File: config.mk
export PLATFORM = sky130hd
export DESIGN_NAME = alu_writeback
export DESIGN_NICKNAME = d
export VERILOG_FILES = /design/src/rtl/alu_writeback_pkg.sv /design/src/rtl/alu_writeback.sv
export SDC_FILE = /design/constraint.sdc
export NUM_CORES = 1
export LEC_CHECK = 0
export CAP_MARGIN = 40
export CORE_ASPECT_RATIO = 1.2
export CORE_MARGIN = 2
export CORE_UTILIZATION = 45
export CTS_CLUSTER_DIAMETER = 30
export DETAILED_ROUTE_END_ITERATION = 16
export GPL_ROUTABILITY_DRIVEN = 0
export HOLD_SLACK_MARGIN = 0.12
export PLACE_DENSITY = 0.83
export SLEW_MARGIN = 40
export SYNTH_ARGS = -nofsm -noshare
export SYNTH_HDL_FRONTEND = slang
export SYNTH_SLANG_ARGS = --single-unit
File: constraint.sdc
create_clock -name clk -period 2.6 [get_ports clk]
set_input_delay 0.52 -clock clk [delete_from_list [all_inputs] [get_ports clk]]
set_output_delay 0.52 -clock clk [all_outputs]
set_load 0.1 [all_outputs]
File: src/rtl/alu_writeback_pkg.sv
// alu_writeback shared types: writeback FSM states and
// register-pair index bits used when splitting 16-bit results.
package alu_writeback_pkg;

  typedef enum logic [1:0] {
    WB_IDLE = 2'd0,
    WB_LO   = 2'd1,
    WB_HI   = 2'd2
  } wb_state_e;

  // Register pairs live at an even/odd index couple
  localparam logic PAIR_LO_BIT = 1'b0;
  localparam logic PAIR_HI_BIT = 1'b1;

endpackage

File: src/rtl/alu_writeback.sv
// ALU writeback stage: commits 8-bit or 16-bit pair results to the
// register file and flags to flags_q. Optional macro ALU_WB_FWD_EN.
module alu_writeback
  import alu_writeback_pkg::*;
#(
  parameter int DATA_WIDTH    = 8,
  parameter int FLAGS_WIDTH   = 4,
  parameter int REG_IDX_WIDTH = 4
) (
  input  logic                     clk,
  input  logic                     rst,
  input  logic                     in_valid,
  output logic                     in_ready,
  input  logic [DATA_WIDTH-1:0]    in_hi,
  input  logic [DATA_WIDTH-1:0]    in_lo,
  input  logic [FLAGS_WIDTH-1:0]   in_flags,
  input  logic [REG_IDX_WIDTH-1:0] in_dest,
  input  logic                     in_is_pair,
  input  logic                     in_wr_reg,
  input  logic                     in_wr_flags,
  output logic                     rf_we,
  output logic [REG_IDX_WIDTH-1:0] rf_waddr,
  output logic [DATA_WIDTH-1:0]    rf_wdata,
  output logic [FLAGS_WIDTH-1:0]   flags_q,
`ifdef ALU_WB_FWD_EN
  output logic                     fwd_valid,
  output logic [REG_IDX_WIDTH-1:0] fwd_idx,
  output logic [DATA_WIDTH-1:0]    fwd_data,
`endif
  output logic                     busy
);

  wb_state_e                r_state;
  logic [DATA_WIDTH-1:0]    r_hi;
  logic [REG_IDX_WIDTH-1:0] r_dest;
  logic                     r_pair;

  logic                     w_accept;
  logic [REG_IDX_WIDTH-1:0] w_lo_idx;
  logic [REG_IDX_WIDTH-1:0] w_hi_idx;

  // Only a pending pair hi write blocks a new result
  assign in_ready = !rst &&
    (r_state == WB_IDLE ||
     (r_state == WB_LO && !r_pair));

  assign w_accept = in_valid && in_ready;
  assign busy     = (r_state != WB_IDLE);

  assign w_lo_idx = in_is_pair
    ? {in_dest[REG_IDX_WIDTH-1:1], PAIR_LO_BIT}
    : in_dest;
  assign w_hi_idx =
    {r_dest[REG_IDX_WIDTH-1:1], PAIR_HI_BIT};

`ifdef ALU_WB_FWD_EN
  assign fwd_valid = rf_we;
  assign fwd_idx   = rf_waddr;
  assign fwd_data  = rf_wdata;
`endif

  // FSM, holding registers, registered write port and flags
  always_ff @(posedge clk) begin
    if (rst) begin
      r_state  <= WB_IDLE;
      r_hi     <= '0;
      r_dest   <= '0;
      r_pair   <= 1'b0;
      rf_we    <= 1'b0;
      rf_waddr <= '0;
      rf_wdata <= '0;
      flags_q  <= '0;
    end else begin
      rf_we <= 1'b0;
      if (w_accept) begin
        r_hi   <= in_hi;
        r_dest <= w_lo_idx;
        r_pair <= in_is_pair;
        if (in_wr_flags)
          flags_q <= in_flags;
        if (in_wr_reg) begin
          r_state  <= WB_LO;
          rf_we    <= 1'b1;
          rf_waddr <= w_lo_idx;
          rf_wdata <= in_lo;
        end else begin
          r_state <= WB_IDLE;
        end
      end else begin
        case (r_state)
          WB_LO: begin
            if (r_pair) begin
              r_state  <= WB_HI;
              rf_we    <= 1'b1;
              rf_waddr <= w_hi_idx;
              rf_wdata <= r_hi;
            end else begin
              r_state <= WB_IDLE;
            end
          end
          WB_HI:   r_state <= WB_IDLE;
          default: r_state <= WB_IDLE;
        endcase
      end
    end
  end

endmodule

Word level (Yosys, flattened, before mapping)
Index checks and enable logic that the tools add are counted.

Add/subtract/negate cells: 0. Multiply operators: 0. Div/mod/pow operators: 0. $lt $le $gt $ge: 0. Eq/ne operators: 2. Shift operators: 0. Muxes and demuxes: 17. Bitwise logic cells: 0. Reduce and logical (&&, ||, !) cells: 12.

Operator list (count): $mux W8 (4); $mux W4 (4); $mux W1 (6); $mux W2 (3); $reduce_bool A2 Y1 (3); $logic_and A1 B1 Y1 (3); $reduce_and A3 Y1 (1); $eq A2 B1 Y1 const B (1); $logic_not A1 Y1 (2); $logic_not A2 Y1 (1); $ne A2 B2 Y1 const B (1); $reduce_and A2 Y1 (1); $logic_or A1 B1 Y1 (1).

Bits in registers: 32. Bits in latches: 0. RAM bits: 0. ROM bits: 0. Bits of input ports: 30. Output and inout bits: 19. Logic and storage cells: 39. Memories: 0.

Longest topological paths before layout
Depth in word-level cells: 7. Mapped depth: 5. Depth with buffers taken out: 4.

Worst setup path after synthesis
No wires, ideal clock.

Kind: in2out. Start point: in rst. End point: out in_ready. Data arrival time: 1359 ps. Required time: 2080 ps. Setup slack: 721 ps. Stages: 3. Buffers on the path: 1. Cells stage by stage: a211o_1 -> inv_2 -> buf_2.

Cells in the longest elaborated chain, start to end: 2.

RTL lines: from (decl) (line alu_writeback.sv:11) `input logic rst,`; $logic_not A1 Y1 (line alu_writeback.sv:43) `assign in_ready = !rst &&`; $logic_and A1 B1 Y1 (line alu_writeback.sv:43); to (decl) (line alu_writeback.sv:13) `output logic in_ready,`.

No other way between the ends.

Final worst setup path
Ends and elaborated chain as after synthesis.

==> summary.md <==
| Metric | Value |
|---|---|
| Status | complete, no violations |
| Die X | between 50 and 60 µm |
| Clock tree buffer depth | 2 |
| RSZ-0062 raised after global routing | false |
| Num CTS Buffers | 5 |
| Nets | 210 |
| Synth warn | 0 |
| Seq pwr share | a little under half |
| Mapped cell area | ~0.0012 mm² |
| HPWL Detailed | 2320 µm |
| Die Area | around 0.0032 mm² |
| # setup viols final | 0 |
| Vias in the first global route | 1176 |
| Total track usage | roughly 22% |
| Commonest non-fill, non-tap cell in the layout | dfxtp_1 |
| Pins over their slew limit | 0 |
| Detailed router's first-iteration violation count | 26 |
| Latest clock arrival within the worst-skew pair | 340 ps |
| H-tree depth | 2 |
| Post-synth top area cell | dfxtp_1 |
| Leakage power | 0.686 nW |
| Peak supply drop | 450 µV |
| Core area | around 0.0026 mm² |
| Multi-input gate area | ~530 µm² |
| Crit start category | input port |
| Hold-fix buffers, CTS | 0 |
| Avg Cell Area, Syn | slightly above 9 µm² |
| Buffers added on ports | 48 |
| CTS clk-pin slew, worst paths | roughly 90 ps |
| Nature of the critical path endpoint | output pin |
| Mapped Cells | roughly 130 |
| Layout area overhead | 43.1% |
| Number of setup buffers added after CTS | 0 |
| Clk_skew | about 4.8 ps |
| # diodes | 0 |
| Commonest non-fill, non-tap cells in the layout | dfxtp_1 (31), clkdlybuf4s50_1 (29), buf_4 (23) |
| Site Rows | 20 |
| Max Fclk | approximately 460 MHz |
| Final Critical Period | around 2200 ps |
| Initial Util | 48.0% |
| I/O pin cnt | 49 |
| Flops & latches, synth | 31 |
| Hold Vio Cnt, Final | 0 |
| Critical path peak fanout | 14 |
| Via Count | ~1.2k |
| Worst hold slack | 490 ps |
| Cell Pwr Density | roughly 630 mW/mm² |
| Routed WL | between 3000 and 4000 µm |
| Clock share of power | between 20 and 30% |
| Worst Max-Slew Pin Slew | approximately 500 ps |
| Switch Pwr | between 300 and 400 µW |
| Crit share post-route | 83.4% |
| Via density | approximately 5.7 |
| Internal power | roughly 750 µW |
| Synth cell types | 23 |
| Net Sw Frac | between 30% and 40% |
| Slew margin rel. | 66.2% |
| Final Power | 1.10 mW |
| Post-synth top area share | 50.7% |
| DR WL/cell | 15.0 µm |
| Fill count | approximately 240 |
| Post-route ant nets | 0 |
| Die extent in y | approximately 61 µm |
| Min-Delay Path Class | reg -> reg |
| Seq/Total Area, Yosys | approximately 51% |
| Top post-synthesis cells by area | dfxtp_1 (51%), nand3_1 (8.6%), a311oi_1 (7.9%), nor3_1 (5.3%), a21oi_1 (4.9%) |
| Total Neg Setup Slack | 0 ps |
| DRT Pass-1 Iters | 4 |
| Syn Nets | 162 |
| First-pass GRT wire length | slightly above 5000 µm |
| GRT overflow | 0 |
| DR DRC count | 0 |
| Kind of critical path | in -> out |
| Required time worst endpoint | around 2100 ps |
| CTS sink cnt | 31 |
| Root Buffer | clkbuf_4 |
| Initial antenna violation count | 0 |
| CTS tree | built |
| Fraction of layout cells with a size suffix above 1 | about a fifth |
| Core Util, Final | between 60 and 70% |
| Reg area | between 600 and 700 µm² |
| Max_cap viols | 0 |
| Critical path data arrival time | about 1700 ps |
| Post-CTS Resized | 0 |
| Logic gate share of total power | 24.5% |
| Largest net degree at the start of global routing | 32 |
[stage by stage]
step / instances / cell area (µm²) / setup WS [ps]
after floorplan: 132 / 1220 / 721
after global placement: 206 / 1680 / 453
after detailed placement: 206 / 1680 / 352
after CTS: 214 / 1750 / 429
after global routing: 214 / 1750 / 389
final: 214 / 1750 / 432
[registers in the layout, summed over array words and instances (netlist names)]
signal and count:
r_hi 8, rf_wdata 8, flags_q 4, rf_waddr 4
r_dest 3, r_state 2, r_pair 1, rf_we 1
[worst max-delay path, cell delays in order]
cell and delay [ps]:
clkdlybuf4s50_1 420, a211o_1 260, inv_2 230, buf_12 220
[kinds of logic after synthesis]
group | after synthesis | synth area share [%]
AO/OA/AOI/OAI | 37 | 19.0
buffers and inverters | 14 | 5.92
flip-flops | 31 | 50.7
multiplexers | 4 | 3.68
AND/OR/NAND/NOR | 46 | 20.7
[final cells by class]
cell class | instances | area share (%)
inverter | 2 | 0.428
clock buffer | 8 | 3.93
sequential | 31 | 35.4
tap | 33 | 2.36
timing repair buffer | 53 | 27.6
multi-input combinational | 87 | 30.3
[cell usage after synthesis, drive strengths merged]
library cell   n
and3b          1
dfxtp         31
mux2           4
a21oi         12
a211oi         1
and4bb         1
nor2b          5
a211o          1
o21ai         12
buf            7
or2            2
nand2          1
and3           1
nand3         21
nor3          13
a311oi        11
inv            2
nand2b         1
clkbuf         5
[power by group through the flow]
stage / clock network, mW / registers, mW / logic [mW]
final: 0.321 / 0.509 / 0.269
after global routing: 0.350 / 0.511 / 0.282
after CTS: 0.326 / 0.509 / 0.270
after detailed placement: 0 / 0.520 / 0.269
after global placement: 0 / 0.519 / 0.263
after floorplan: 0 / 0.622 / 0.0773
[path summary, 6_finish.rpt]
kind,from,end,slack (ps),cells after the start
worst max register to register,r_state[0]$_SDFF_PP0_,rf_wdata[1]$_SDFFE_PP0P_,930,5
worst min register to register,r_pair$_SDFFE_PP0P_,r_state[1]$_SDFF_PP0_,490,2
worst min-delay path,r_pair$_SDFFE_PP0P_,r_state[1]$_SDFF_PP0_,490,2
worst max-delay path,rst,in_ready,430,4
[layer usage]
layer / share of wire (%) / up-vias / global-route usage, %
li1: - / 586 / -
met1: 38 / 575 / 24.2
met2: 53 / 50 / 39.0
met3: 7.6 / 6 / 8.74
met4: 1.2 / 0 / 9.40
met5: 0 / - / 0
No activity file was read; power rests on OpenSTA's default activity.
==> RTL edit 1: new RTL, same flow settings <==
Re-encode `wb_state_e` (3 states) as one-hot, 3 bits wide.
--- a/src/rtl/alu_writeback_pkg.sv
+++ b/src/rtl/alu_writeback_pkg.sv
@@ -4,6 +4,6 @@
 
-  typedef enum logic [1:0] {
-    WB_IDLE = 2'd0,
-    WB_LO   = 2'd1,
-    WB_HI   = 2'd2
+  typedef enum logic [2:0] {
+    WB_IDLE = 3'b001,
+    WB_LO   = 3'b010,
+    WB_HI   = 3'b100
   } wb_state_e;
Formal check against the unedited RTL: same outputs for any inputs over 10 cycles, from zero or initial values and one cycle with rst high; not proved beyond that.
==> RTL edit 1 against the original RTL <==
Power rose by 4.6%; setup slack worse by 0.024 ns; critical path depth fell by 1; synthesized area grew 16%; sequential cell count rose by 1; combinational power is 20% higher; routed wire length down 9.0%; clock power shrank 10%; count of clock-buffer cells in the layout unchanged; final area increased by 12%; clock skew fell by 0.00075 ns; final cell count grew 7.9%; highest routed layer unchanged.
==> RTL edit 1: results (changes against the original RTL) <==
outcome: "completed"
critPathSlowestCell: "or3b_4"
ys_warn_count: 0  # unchanged
top_regs: "r_hi x8, rf_wdata x8"
wl_mm: 2.93  # -9.0%
vias_per_cell: 5.03  # -12%
drv_cap: 0  # unchanged
h-tree-depth: 2  # unchanged
synthTopCellsByArea: "dfxtp_1 (45%), nand2b_1 (15%), mux2i_1 (12%), o221a_1 (5.6%), a21oi_1 (4.6%)"
reg2reg_to: "rf_wdata[2]"
ys_seq_area_frac: 0.451  # -0.0551
cts.path.max_buffers: 2  # unchanged
ctsResizeCount: 0  # unchanged
grtUsageTotal: 0.167  # -0.0565
setup_violations: 0  # unchanged
clk_pin_slew_ns: 0.09  # about the same
hp-class: "reg2reg"
r2r_slack_ns: 0.81  # -0.12 ns
portBuffers: 48  # unchanged
critPathTopFamily: "simple AND/OR/NAND/NOR gates"
syn_nets: 174  # +7.4%
dpl.hpwl_mm: 2.21  # -4.8%
drt_iter0_drc: 32  # +23%
antenna_found_initial: 0  # unchanged
grt_first_pass_wirelength_mm: 4.83  # -5.3%
pre_cts_ws_ns: 0.584  # +0.232 ns
rr_worst_depth: 3  # -2
critPathMaxStageDelay_ns: 0.44  # +0.02 ns
cts_buffers: 5  # unchanged
n_antenna_cell: 0  # unchanged
cp_max_fo: 5  # -9
relSlewSlack: 0.670  # +0.00790
startpoint: "r_state[1]"
root_buffer: "clkbuf_4"
fin_skew_ns: 0.00400  # -0.000754 ns
drt_first_pass_iters: 4  # unchanged
drive_above_1_share: 0.195  # -0.0151
synthDistinctLibCells: 22  # -4.3%
async_flop_share: 0  # unchanged
synthTopCellsByCount: "nand2b_1 (35), dfxtp_1 (32), mux2i_1 (17)"
hold_path_end: "r_hi[5]"
cp_data_arrival_time_ns: 1.67  # +0.02 ns
vdd_drop_max_mv: 0.352  # -22%
grt_pass1_vias: 1135  # -3.5%
hold_start: "r_hi[5]"
grt_max_degree: 50  # +56%
num-nets-final: 224  # +6.7%
hold_path_depth: 2  # unchanged
leakage_nw: 0.812  # +18%
clkLatencyLatePin_ns: 0.32  # -0.02 ns
cts_setup_buffers: 0  # unchanged
RTL edit 1: how the worst max path moves through the flow:
stage	slack, ns	end	depth (start not counted)
finish	0.41	in_ready	3
global placement	0.60	rf_wdata[4]	4
detailed placement	0.58	rf_wdata[2]	4
CTS	0.41	in_ready	3
global route	0.37	in_ready	3
floorplan	0.40	in_ready	2
RTL edit 1: logic make-up after synthesis:
family | share of synthesized area
AND/OR/NAND/NOR | 0.192
flip-flops | 0.451
AO/OA/AOI/OAI | 0.164
buffers and inverters | 0.0661
multiplexers | 0.120
XOR/XNOR | 0.00617
RTL edit 1: routing by layer:
layer  wire length [um]  vias to the layer above  global-route usage
met2               1390                       26               0.289
met4                 46                        0              0.0823
met5                  0                        -                   0
met3                134                        5              0.0394
met1               1360                      544               0.192
li1                   -                      587                   -
RTL edit 1: area by class of cell:
cell class	count	area [um2]
tap	36	45.0
timing repair buffer	52	475
fill	266	1060
sequential	32	641
inverter	13	48.8
clock buffer	8	58.8
multi-input combinational	90	703
RTL edit 1: stage by stage:
stage	cell area (um2)	instances	hold WS [ns]
floorplan	1430	144	0.449
detailed placement	1910	223	0.466
finish	1970	231	0.479
global placement	1910	223	0.459
global route	1970	231	0.496
CTS	1970	231	0.481
RTL edit 1: worst min-delay path, cell delays in order (launching register included):
cell,delay [ns]
dfxtp_1,0.32
nand2b_1,0.06
mux2i_1,0.06
RTL edit 1: power by group:
group | internal, mW | leakage [nW] | total (mW) | switching (mW)
combinational | 0.115 | 0.516 | 0.322 | 0.206
clock | 0.133 | 0.0326 | 0.288 | 0.155
sequential | 0.522 | 0.263 | 0.540 | 0.0186
==> RTL edit 2: new RTL, config.mk and constraints unchanged <==
Without the edit above. Add a define of `ALU_WB_FWD_EN`.
--- a/src/rtl/alu_writeback.sv
+++ b/src/rtl/alu_writeback.sv
@@ -2,2 +2,4 @@
 // register file and flags to flags_q. Optional macro ALU_WB_FWD_EN.
+`define ALU_WB_FWD_EN
+
 module alu_writeback
Formal check against the unedited RTL (old outputs only; new: fwd_data, fwd_idx and fwd_valid): equivalent (Yosys induction, for registers that start in step).
==> RTL edit 2 against the original RTL <==
First-iteration DRC count up 58%; critical path type unchanged; power up 8.7%; synthesized area up 8.0%; sequential cell count unchanged; via count up 1.3%; largest power group unchanged; setup slack better by 0.048 ns; final area up 5.9%; routed wire length up 3.3%; critical endpoint unchanged; global-route usage down 1.0 points.
==> RTL edit 2: results (changes against the original RTL) <==
fmax_ghz: 0.472  # +2.3%
root_buffer: "clkbuf_4"
hold_path_end: "r_state[1]"
synthTopCellsByCount: "dfxtp_1 (31), nand3_1 (21), buf_4 (13), nor3_1 (13)"
met3_usage: 0.0450  # -0.0424
whs_ns: 0.476  # -0.0139 ns
async_flop_share: 0  # unchanged
highest_layer: "met4"
worst_slew_pin_slew_ns: 0.462  # -0.0427 ns
grtUsageTotal: 0.213  # -0.0101
dpl.hpwl_mm: 2.56  # +10%
instances_no_fill: 228  # +6.5%
rr_worst_depth: 5  # unchanged
synthTopCellsByArea: "dfxtp_1 (47%), nand3_1 (7.9%), buf_4 (7.4%), a311oi_1 (7.3%), nor3_1 (4.9%)"
wl_met2_mm: 1.81  # +5.4%
wl_mm: 3.32  # +3.3%
met3_length_um: 137  # -44%
p_comb_frac: 0.306  # +0.061
syn_inst: 145  # +9.8%
drt-met1-wl_mm: 1.30  # +7.6%
hold_path_depth: 2  # unchanged
reg2reg_to: "fwd_data[3]"
cp_data_arrival_time_ns: 1.60  # -0.05 ns
p_int_mw: 0.760  # +1.6%
grt_first_pass_wirelength_mm: 5.38  # +5.6%
clkLatencyLatePin_ns: 0.32  # -0.02 ns
pg_clk_mw: 0.318
clk_pin_slew_ns: 0.09  # about the same
endpoint: "in_ready"
placed_area_mm2: 0.00178  # +5.9%
portBuffers: 61  # +27%
ys_seq_area_frac: 0.469  # -0.0374
syn_nets: 175  # +8.0%
cts_setup_buffers: 0  # unchanged
critPathMaxStageDelay_ns: 0.42  # about the same
cp_max_fo: 10  # -4
hold_start: "r_pair"
leakage_nw: 0.755  # +10%
num_vias: 1233  # +1.3%
vdd_drop_max_mv: 0.510  # +13%
grtUsageMet1: 0.251  # +0.00837
met2_usage: 0.346  # -0.0444
drive_above_1_share: 0.268  # +0.0581
outcome: "completed"
total_power_mw: 1.20  # +8.7%
r2r_slack_ns: 0.98  # +0.05 ns
synthDistinctLibCells: 24  # +4.3%
startpoint: "rst"
drt_iter0_drc: 41  # +58%
num-nets-final: 223  # +6.2%
fin_skew_ns: 0.00673  # +0.00197 ns
pre_cts_ws_ns: 0.360  # +0.00744 ns
==> RTL edit 2: changes by cell type in the layout (fill, tap and decap cells not counted), sizes merged <==
cell | before | now
clkbuf | 8 | 7
buf | 24 | 37
clkinvlp | 0 | 1
==> RTL edit 2: layout make-up <==
class / instances / area, um2
tap: 34 / 42.5
clock buffer: 7 / 65.1
fill: 229 / 930
timing repair buffer: 66 / 581
multi-input combinational: 87 / 532
clock inverter: 1 / 7.51
sequential: 31 / 621
inverter: 2 / 7.51
==> RTL edit 2: logic make-up (layout without fill, tap and decap cells) <==
kind of cell / Yosys count / in the layout / synth area share
simple gates: 46 / 46 / 0.192
mux: 4 / 4 / 0.0341
compound gates: 37 / 37 / 0.176
buf+inv: 27 / 76 / 0.129
flops: 31 / 31 / 0.469
==> RTL edit 2: worst register-to-register path, cell delays in order, from the launching register on <==
cell      delay [ns]
dfxtp_1         0.34
a211o_1         0.32
inv_2           0.19
buf_4           0.23
nand3_1         0.10
a311oi_1        0.32
